===== config.mk =====
export PLATFORM = sky130hd
export DESIGN_NAME = fwd_hazard_ctrl
export DESIGN_NICKNAME = d
export VERILOG_FILES = /design/src/rtl/riscv_fwd_pkg.sv /design/src/rtl/fwd_match_prio.sv /design/src/rtl/fwd_hazard_ctrl.sv
export SDC_FILE = /design/constraint.sdc
export NUM_CORES = 1
export LEC_CHECK = 0
export CELL_PAD_IN_SITES_DETAIL_PLACEMENT = 0
export CELL_PAD_IN_SITES_GLOBAL_PLACEMENT = 1
export CORE_MARGIN = 5
export CORE_UTILIZATION = 39
export DETAILED_ROUTE_END_ITERATION = 6
export GPL_TIMING_DRIVEN = 1
export PLACE_DENSITY_LB_ADDON = 0.1
export SYNTH_ARGS = -nofsm -noshare
export SYNTH_HDL_FRONTEND = slang
export SYNTH_SLANG_ARGS = --single-unit
export TNS_END_PERCENT = 50

===== constraint.sdc =====
create_clock -name clk -period 7.8 [get_ports clk]
set_input_delay 0.78 -clock clk [delete_from_list [all_inputs] [get_ports clk]]
set_output_delay 0.78 -clock clk [all_outputs]
set_load 0.01 [all_outputs]

===== src/rtl/riscv_fwd_pkg.sv =====
`default_nettype none
// ============================================================================
//  Module      : riscv_fwd_pkg
//  Description : Shared types and constants for the forwarding / hazard
//                controller. The tracker entry stores destination indices
//                zero-extended to RD_MAX_W bits, so the entry type does not
//                depend on the instantiating module's REG_ADDR_W. That
//                parameter must not exceed RD_MAX_W.
//  Revision    : 1.0 - initial release
// ============================================================================
package riscv_fwd_pkg;

  // Default register index width (32 architectural registers).
  localparam int REG_ADDR_W_DEF = 5;

  // Widest register index the tracker entry can hold.
  localparam int RD_MAX_W = 8;

  // Forward-select encoding for "no forwarding".
  localparam int unsigned SEL_REGFILE = 0;

  // One in-flight producer.
  typedef struct packed {
    logic                valid;
    logic [RD_MAX_W-1:0] rd;
    logic                wr;
    logic                is_load;
  } fwd_entry_t;

endpackage : riscv_fwd_pkg
`default_nettype wire


===== src/rtl/fwd_match_prio.sv =====
`default_nettype none
// ============================================================================
//  Module      : fwd_match_prio
//  Description : Youngest-producer search. Scans tracker stages
//                FIRST_STAGE..FWD_STAGES-1 for a valid register-writing entry
//                whose non-zero destination equals the non-zero address.
//                The lowest (youngest) stage index wins.
//  Ports       : entries - tracker vector, entry k = stage k
//                addr    - register index being read (zero-extended)
//                hit     - a matching producer exists
//                idx     - stage index of the youngest match (0 if no hit)
//  Revision    : 1.0 - initial release
// ============================================================================
module fwd_match_prio
  import riscv_fwd_pkg::*;
#(
  parameter int FWD_STAGES  = 3,
  parameter int FIRST_STAGE = 0,
  parameter int IDX_W       = 2
) (
  input  fwd_entry_t [FWD_STAGES-1:0] entries,
  input  logic [RD_MAX_W-1:0]         addr,
  output logic                        hit,
  output logic [IDX_W-1:0]            idx
);

  // Not every stage or field is inspected by every instance.
  logic unused_entries;
  assign unused_entries = ^entries;

  // Walk from oldest to youngest so the youngest match is the last written.
  always_comb begin
    hit = 1'b0;
    idx = '0;
    for (int k = FWD_STAGES - 1; k >= FIRST_STAGE; k--) begin
      if (entries[k].valid && entries[k].wr && (entries[k].rd != '0) &&
          (entries[k].rd == addr) && (addr != '0)) begin
        hit = 1'b1;
        idx = IDX_W'(k);
      end
    end
  end

endmodule : fwd_match_prio
`default_nettype wire


===== src/rtl/fwd_hazard_ctrl.sv =====
`default_nettype none
// ============================================================================
//  Module      : fwd_hazard_ctrl
//  Description : Forwarding and hazard controller. Tracks in-flight producers
//                in stages after ID (0=EX, 1=MEM, 2=WB, ...) and generates,
//                per read port, ID-stage (branch compare) and EX-stage (ALU)
//                forward selects, the load-use / branch stall and a
//                saturating stall counter.
//  Ports       : clk, rst        - clock, synchronous active-high reset
//                id_*            - instruction currently in ID
//                id_flush        - kill the ID instruction this cycle
//                pipe_hold       - global freeze, no stage advances
//                stall           - hold IF/ID, bubble into EX
//                id_fwd_sel      - per port: 0=regfile, k+1=output of stage k
//                ex_fwd_sel      - per port: 0=ID/EX operand, k=stage k reg
//                stall_cnt       - stall cycles taken, saturating
//  Revision    : 1.0 - initial release
// ============================================================================
module fwd_hazard_ctrl
  import riscv_fwd_pkg::*;
#(
  parameter int  NUM_PORTS  = 2,
  parameter int  REG_ADDR_W = REG_ADDR_W_DEF,
  parameter int  FWD_STAGES = 3,
  parameter int  LOAD_STAGE = 1,
  localparam int SEL_W      = $clog2(FWD_STAGES + 1)
) (
  input  logic                            clk,
  input  logic                            rst,
  input  logic                            id_valid,
  input  logic [NUM_PORTS*REG_ADDR_W-1:0] id_rs_addr,
  input  logic [NUM_PORTS-1:0]            id_rs_used,
  input  logic                            id_branch,
  input  logic [REG_ADDR_W-1:0]           id_rd,
  input  logic                            id_reg_write,
  input  logic                            id_is_load,
  input  logic                            id_flush,
  input  logic                            pipe_hold,
  output logic                            stall,
  output logic [NUM_PORTS*SEL_W-1:0]      id_fwd_sel,
  output logic [NUM_PORTS*SEL_W-1:0]      ex_fwd_sel,
  output logic [31:0]                     stall_cnt
);

  localparam logic [SEL_W-1:0] LOAD_K = SEL_W'(LOAD_STAGE);

  fwd_entry_t [FWD_STAGES-1:0]     trk;
  fwd_entry_t                      new_entry;
  logic [NUM_PORTS*REG_ADDR_W-1:0] ex_rs_addr;
  logic [NUM_PORTS-1:0]            ex_rs_used;
  logic [NUM_PORTS-1:0]            hazard;
  logic                            issue;

  assign stall = id_valid && !id_flush && (|hazard);
  assign issue = id_valid && !stall && !id_flush;

  for (genvar p = 0; p < NUM_PORTS; p++) begin : g_port
    logic [RD_MAX_W-1:0] id_addr;
    logic [RD_MAX_W-1:0] ex_addr;
    logic                id_hit;
    logic                ex_hit;
    logic [SEL_W-1:0]    id_idx;
    logic [SEL_W-1:0]    ex_idx;
    logic                hit_is_load;
    logic                haz;
    logic [SEL_W-1:0]    id_sel;
    logic [SEL_W-1:0]    ex_sel;

    always_comb begin
      id_addr = '0;
      id_addr[REG_ADDR_W-1:0] = id_rs_addr[p*REG_ADDR_W +: REG_ADDR_W];
      ex_addr = '0;
      ex_addr[REG_ADDR_W-1:0] = ex_rs_addr[p*REG_ADDR_W +: REG_ADDR_W];
    end

    fwd_match_prio #(
      .FWD_STAGES (FWD_STAGES),
      .FIRST_STAGE(0),
      .IDX_W      (SEL_W)
    ) u_id_match (
      .entries(trk),
      .addr   (id_addr),
      .hit    (id_hit),
      .idx    (id_idx)
    );

    // EX consumers only take registered values, so stage 0 is excluded.
    fwd_match_prio #(
      .FWD_STAGES (FWD_STAGES),
      .FIRST_STAGE(1),
      .IDX_W      (SEL_W)
    ) u_ex_match (
      .entries(trk),
      .addr   (ex_addr),
      .hit    (ex_hit),
      .idx    (ex_idx)
    );

    // A branch at stage k needs k >= R (combinational outputs usable); an
    // ALU op meets the producer at k+1 next cycle and needs k+1 > R. Both
    // reduce to a hazard when k < R.
    always_comb begin
      hit_is_load = 1'b0;
      for (int k = 0; k < FWD_STAGES; k++) begin
        if (id_idx == SEL_W'(k)) hit_is_load = trk[k].is_load;
      end
      haz    = id_rs_used[p] && id_hit && (id_idx < (hit_is_load ? LOAD_K : '0));
      id_sel = (id_branch && id_rs_used[p] && id_hit) ? id_idx + SEL_W'(1)
                                                       : SEL_W'(SEL_REGFILE);
      ex_sel = (ex_rs_used[p] && ex_hit) ? ex_idx : SEL_W'(SEL_REGFILE);
    end

    assign hazard[p]                     = haz;
    assign id_fwd_sel[p*SEL_W +: SEL_W]  = id_sel;
    assign ex_fwd_sel[p*SEL_W +: SEL_W]  = ex_sel;
  end

  always_comb begin
    new_entry = '0;
    if (issue) begin
      new_entry.valid                = 1'b1;
      new_entry.rd[REG_ADDR_W-1:0]   = id_rd;
      new_entry.wr                   = id_reg_write;
      new_entry.is_load              = id_is_load;
    end
  end

  always_ff @(posedge clk) begin
    if (rst) begin
      trk        <= '0;
      ex_rs_addr <= '0;
      ex_rs_used <= '0;
      stall_cnt  <= '0;
    end else if (!pipe_hold) begin
      trk[0] <= new_entry;
      for (int k = 1; k < FWD_STAGES; k++) begin
        trk[k] <= trk[k-1];
      end
      ex_rs_addr <= id_rs_addr;
      ex_rs_used <= issue ? id_rs_used : '0;
      if (stall && (stall_cnt != 32'hFFFF_FFFF)) begin
        stall_cnt <= stall_cnt + 32'd1;
      end
    end
  end

endmodule : fwd_hazard_ctrl
`default_nettype wire

# Word level (Yosys, flattened, before mapping)
# Index checks and enable logic that the tools add are counted.
dict set report word_totals {
  rom_bits 0
  wordCells 125
  input_bits 25
  latchBits 0
  mem_count 0
  ram_bits 0
  out_inout_bits 41
  reg_bits 68
}
dict set report op_classes {
  n_reduce_logical 54
  muxes 35
  eq_ne 15
  n_bitwise 1
  div 0
  addsub 3
  magnitude_cmp 2
  mul 0
  shifts 0
}
# cell n
set op_table {}
lappend op_table {{$reduce_bool A8 Y1} 7}
lappend op_table {{$eq A5 B5 Y1} 10}
lappend op_table {{$logic_and A1 B1 Y1} 41}
lappend op_table {{$add A32 B1 Y32 const B} 1}
lappend op_table {{$ne A32 B32 Y1 const B} 1}
lappend op_table {{$mux W2} 15}
lappend op_table {{$mux W1} 19}
lappend op_table {{$mux W7} 1}
lappend op_table {{$add A2 B1 Y2 const B} 2}
lappend op_table {{$eq A2 B1 Y1 const B} 2}
lappend op_table {{$eq A2 B2 Y1 const B} 2}
lappend op_table {{$logic_not A2 Y1} 2}
lappend op_table {{$lt A2 B1 Y1} 2}
lappend op_table {{$logic_not A1 Y1} 2}
lappend op_table {{$reduce_and A2 Y1} 1}
lappend op_table {{$reduce_or A2 Y1} 1}
lappend op_table {{$not A1 Y1} 1}

# Logic depth before layout (Yosys ltp)
dict set report depth {
  word_depth 20
  depth_mapped 15
  depth_no_buf 13
}

# Modules after synthesis
# Synthesis repeated with hierarchy kept, for this count alone.
dict set report unflattened {
  cells_unflattened 537
  hier_area_um2 4525.6
}
# module area_per_inst_um2 cells_each seq_area_each_um2 n_inst
set modules_own_cells {}
lappend modules_own_cells {fwd_hazard_ctrl 3221.8 361 1361.3 1}
lappend modules_own_cells {{fwd_match_prio at g_port[0].u_id_match ...} 387.9 52 0.0 2}
lappend modules_own_cells {{fwd_match_prio at g_port[0].u_ex_match ...} 264.0 36 0.0 2}

# Worst setup path before layout
# Ideal clock, no wire load.
dict set report synth_path {
  path_type {input-to-output}
  from {input port id_rs_addr[1]}
  to {output port stall}
  required_time_ns 7.020
  slack_ns 3.917
  stages 10
  path_buffers 0
  arrival_ns 3.103
  path_cell_list {or4_1 -> o211ai_1 -> or3_1 -> nand3_1 -> ha_1 -> and3b_1 -> o221ai_1 -> nor4_2 -> nor2_1 -> nor2_1}
}
dict set report synth_via {
  elab_chain_cells 15
  word_cells_on_any_way 28
  cone_classes {order compare (1); eq/ne (5); mux (10); reduce/logical (12)}
}
# element line_no
set synth_rtl {}
lappend synth_rtl {{start: declaration} fwd_hazard_ctrl.sv:31} ;# input logic [NUM_PORTS*REG_ADDR_W-1:0] id_rs_addr,
lappend synth_rtl {{$eq A5 B5 Y1} fwd_match_prio.sv:37} ;# (entries[k].rd == addr) && (addr != '0)) begin
lappend synth_rtl {{$logic_and A1 B1 Y1} fwd_match_prio.sv:36} ;# if (entries[k].valid && entries[k].wr && (entries[k].rd != '0) &&
lappend synth_rtl {{$logic_and A1 B1 Y1} fwd_match_prio.sv:37}
lappend synth_rtl {{$mux W2 (3 in a row)} fwd_match_prio.sv:36}
lappend synth_rtl {{$logic_not A2 Y1} fwd_hazard_ctrl.sv:105} ;# if (id_idx == SEL_W'(k)) hit_is_load = trk[k].is_load;
lappend synth_rtl {{$mux W1 (3 in a row)} fwd_hazard_ctrl.sv:105}
lappend synth_rtl {{$mux W1} fwd_hazard_ctrl.sv:107} ;# haz = id_rs_used[p] && id_hit && (id_idx < (hit_is_load ? LOAD_K : '0));
lappend synth_rtl {{$lt A2 B1 Y1} fwd_hazard_ctrl.sv:107}
lappend synth_rtl {{$logic_and A1 B1 Y1 *} fwd_hazard_ctrl.sv:107}
lappend synth_rtl {{$reduce_or A2 Y1 *} fwd_hazard_ctrl.sv:54} ;# assign stall = id_valid && !id_flush && (|hazard);
lappend synth_rtl {{$logic_and A1 B1 Y1 *} fwd_hazard_ctrl.sv:54}
lappend synth_rtl {{end: declaration} fwd_hazard_ctrl.sv:39} ;# output logic stall,
# Mark *: on every way between the ends. The rest lies on a longest branch, timed or not.

# Final worst setup path
# Same ends and word-level chain as after synthesis.

==> flow_summary.json <==
{
  "pin_count": 66,
  "critPathTopFamily": "simple AND/OR/NAND/NOR gates",
  "root_buffer": "clkbuf_8",
  "synth-seq-area-share_pct": 35.2,
  "finalSetupViolations": 0,
  "n_antenna_cell": 0,
  "hpwl_um": 7340,
  "p_comb_share_pct": 8.0,
  "synth.cell_area_mm2": 0.00386,
  "cts_setup_buffers": 0,
  "cts_hold_buf": 0,
  "portBuffers": 65,
  "worstPathRequired_ps": 7020,
  "synthSimpleGateAreaFrac_pct": 25.1,
  "muxShareOfSynthArea_pct": 7.29,
  "critPathMaxFanout": 8,
  "core_mm2": 0.00973,
  "first_global_vias": 3201,
  "route.vias.total": 3479,
  "path_cells": "clkdlybuf4s50_1, or4_1, o211ai_1, or3_1, nand3_1, ha_1, and3b_1, o221ai_1, nor4_2, nor2_1, nor2_1, clkdlybuf4s50_1",
  "worst_setup_path_start_kind": "input port",
  "ys_top_cells_by_area": "dfxtp_1, xnor2_1, mux2i_1",
  "fillCellCount": 980,
  "wl_met1_um": 5120,
  "p_clk_share_pct": 42.3,
  "cpMaxStageDelayCell": "or4_1",
  "post-synth-top-count-cell": "dfxtp_1",
  "r2r_setup_slack_ps": 3800,
  "routed.top_layer": "met4",
  "cts_tree": "built",
  "leakage_uw": 0.00170,
  "grt_max_degree": 63,
  "drtIter0Drc": 215,
  "yosys.area_share.adder_pct": 2.27,
  "hp-class": "flop to flop",
  "die_h_um": 110,
  "ys_async_sr_fraction_pct": 0,
  "routed_wl_um": 10400,
  "clk_pin_slew_ps": 80,
  "hold_end": "stall_cnt[23]",
  "first_pass_iters": 5,
  "r2r-end": "stall_cnt[29]",
  "path_depth": 12,
  "synth_xor_xnor_area_share_pct": 11.6,
  "fin_skew_ps": 10.7,
  "ys_types": 40,
  "grt_setup_unrepaired": "no",
  "path_buf_inv": 2,
  "reg2reg_depth": 12,
  "synth_flop_cell": "dfxtp_1",
  "rows": 36,
  "cts_resized": 0,
  "track_usage_pct": 17.9,
  "p_int_uw": 556,
  "worstHoldStart": "stall_cnt[23]",
  "htreeDepth": 3,
  "period_share_pct": 66.5,
  "avgSynthCellArea_um2": 8.57,
  "numCtsBuffers": 9,
  "critPathArrivalTime_ps": 4410,
  "die_area_mm2": 0.0120,
  "clock_path_buffers": 2,
  "syn_inst": 451,
  "p_per_area_mw_per_mm2": 152,
  "synth_top_family_by_area": "simple AND/OR/NAND/NOR gates",
  "yosysWarnings": 0,
  "synth_common_cells": "dfxtp_1, nor2_1, xnor2_1",
  "final_hold_viol_count": 0,
  "worst_pin_slew_ps": 891,
  "wire_per_inst_um": 16.3,
  "slew_violations": 0,
  "peakVddDrop_mv": 0.0970,
  "gp_congestion": 0.889,
  "grt-ovfl-total": 0,
  "ant_nets": 0,
  "nNetsFinal": 533,
  "synth.ff_latch_count": 68,
  "met3_wirelength_um": 484,
  "tns_ps": 0,
  "p_switching_uw": 169,
  "area_delta_synth_final_pct": 23.6,
  "dr_wl_met2_um": 4660,
  "drc": 0,
  "die_x_um": 110,
  "max_stage_delay_ps": 580,
  "synth.net_count": 483,
  "maxCapViolCount": 0,
  "switching_share_pct": 23.3,
  "fin_crit_ps": 5190,
  "status": "finished clean",
  "clkLatencyLatePin_ps": 340,
  "endpoint_kind": "output pin",
  "grt_pass1_wl_um": 16700,
  "hold_slack_ps": 499,
  "vias_per_cell": 5.44,
  "drive_above_1_share_pct": 4.94,
  "max_freq_ghz": 0.193,
  "reg2reg_from": "trk[14]",
  "synth-compound-area-share_pct": 13.9,
  "synth_top_area_share_pct": 35.2,
  "cts.sinks": 68,
  "crit_type": "input port to output pin",
  "synth_top_cell_by_area": "dfxtp_1",
  "seqPwrFrac_pct": 49.7,
  "start_util_pct": 39.7,
  "synth_edf_count": 0,
  "whs_path_depth": 2,
  "slew_headroom_pct": 40.4,
  "antenna_found_initial": 0
}
-- flip-flops by register name (all words and copies together) (netlist names) --
name	cells
ex_rs_addr	10
ex_rs_used	2
stall_cnt	32
trk	24
-- final cells by class --
type                    count  area [µm²]  share of cell area (%)
inverters                  12        45.0                   0.943
repair buffers             68         668                    14.0
clock inverters             3        43.8                   0.917
clock buffers              13         169                    3.54
multi-input cells         342        2320                    48.6
flip-flops and latches     68        1360                    28.5
well taps                 133         166                    3.48
-- per-layer routing --
layer	global-route usage, %	vias up
li1	-	1748
met1	26.2	1644
met2	26.6	73
met3	3.52	14
met4	5.25	0
met5	0	-
-- cell usage in the layout, fill, tap and decap left out, types with 16 or more instances in the layout --
cell and instances:
dfxtp_1 68, xnor2_1 34, xor2_1 17, or3_1 25, nor2_1 42, nand3_1 26, clkdlybuf4s50_1 64, mux2i_1 27
a21oi_1 29, o21ai_0 23, or4_1 16
-- worst min-delay path, stage by stage, from the launching register on --
cell and delay [ps]:
dfxtp_1 330, o31ai_1 70, a21oi_1 60
-- per-stage QoR --
step | util (%) | worst slack, ps | power, µW | instances | cell area (µm²)
after floorplan | - | 3920 | 402 | 451 | 3860
after global placement | 46.9 | 2690 | 426 | 623 | 4560
after detailed placement | 46.9 | 2590 | 426 | 623 | 4560
after CTS | 49.1 | 2580 | 734 | 639 | 4780
after global routing | 49.1 | 2280 | 761 | 639 | 4780
final | 49.1 | 2610 | 725 | 639 | 4780
-- power by group through the flow --
stage                     Clock, µW  Sequential (µW)  Combinational (µW)
after floorplan                   0              365                37.4
after global placement            0              369                57.3
after detailed placement          0              368                57.8
after CTS                       316              360                58.1
after global routing            337              361                63.8
final                           307              360                57.9
-- worst max path at each step --
stage	start	endpoint	slack [ps]
final	id_rs_addr[1]	stall	2610
after global routing	id_rs_addr[2]	stall	2280
after CTS	id_rs_addr[1]	stall	2580
after detailed placement	id_rs_addr[1]	stall	2590
after global placement	id_rs_addr[1]	stall	2690
after floorplan	id_rs_addr[1]	stall	3920
-- kinds of logic (layout without fill, tap and decap cells) --
group | count (synthesis) | after routing
compound gates | 84 | 84
fa+ha+maj | 7 | 7
xor+xnor | 51 | 51
flops | 68 | 68
mux | 28 | 28
buf+inv | 41 | 96
simple gates | 172 | 172
Power figures use the tool's default switching activity.
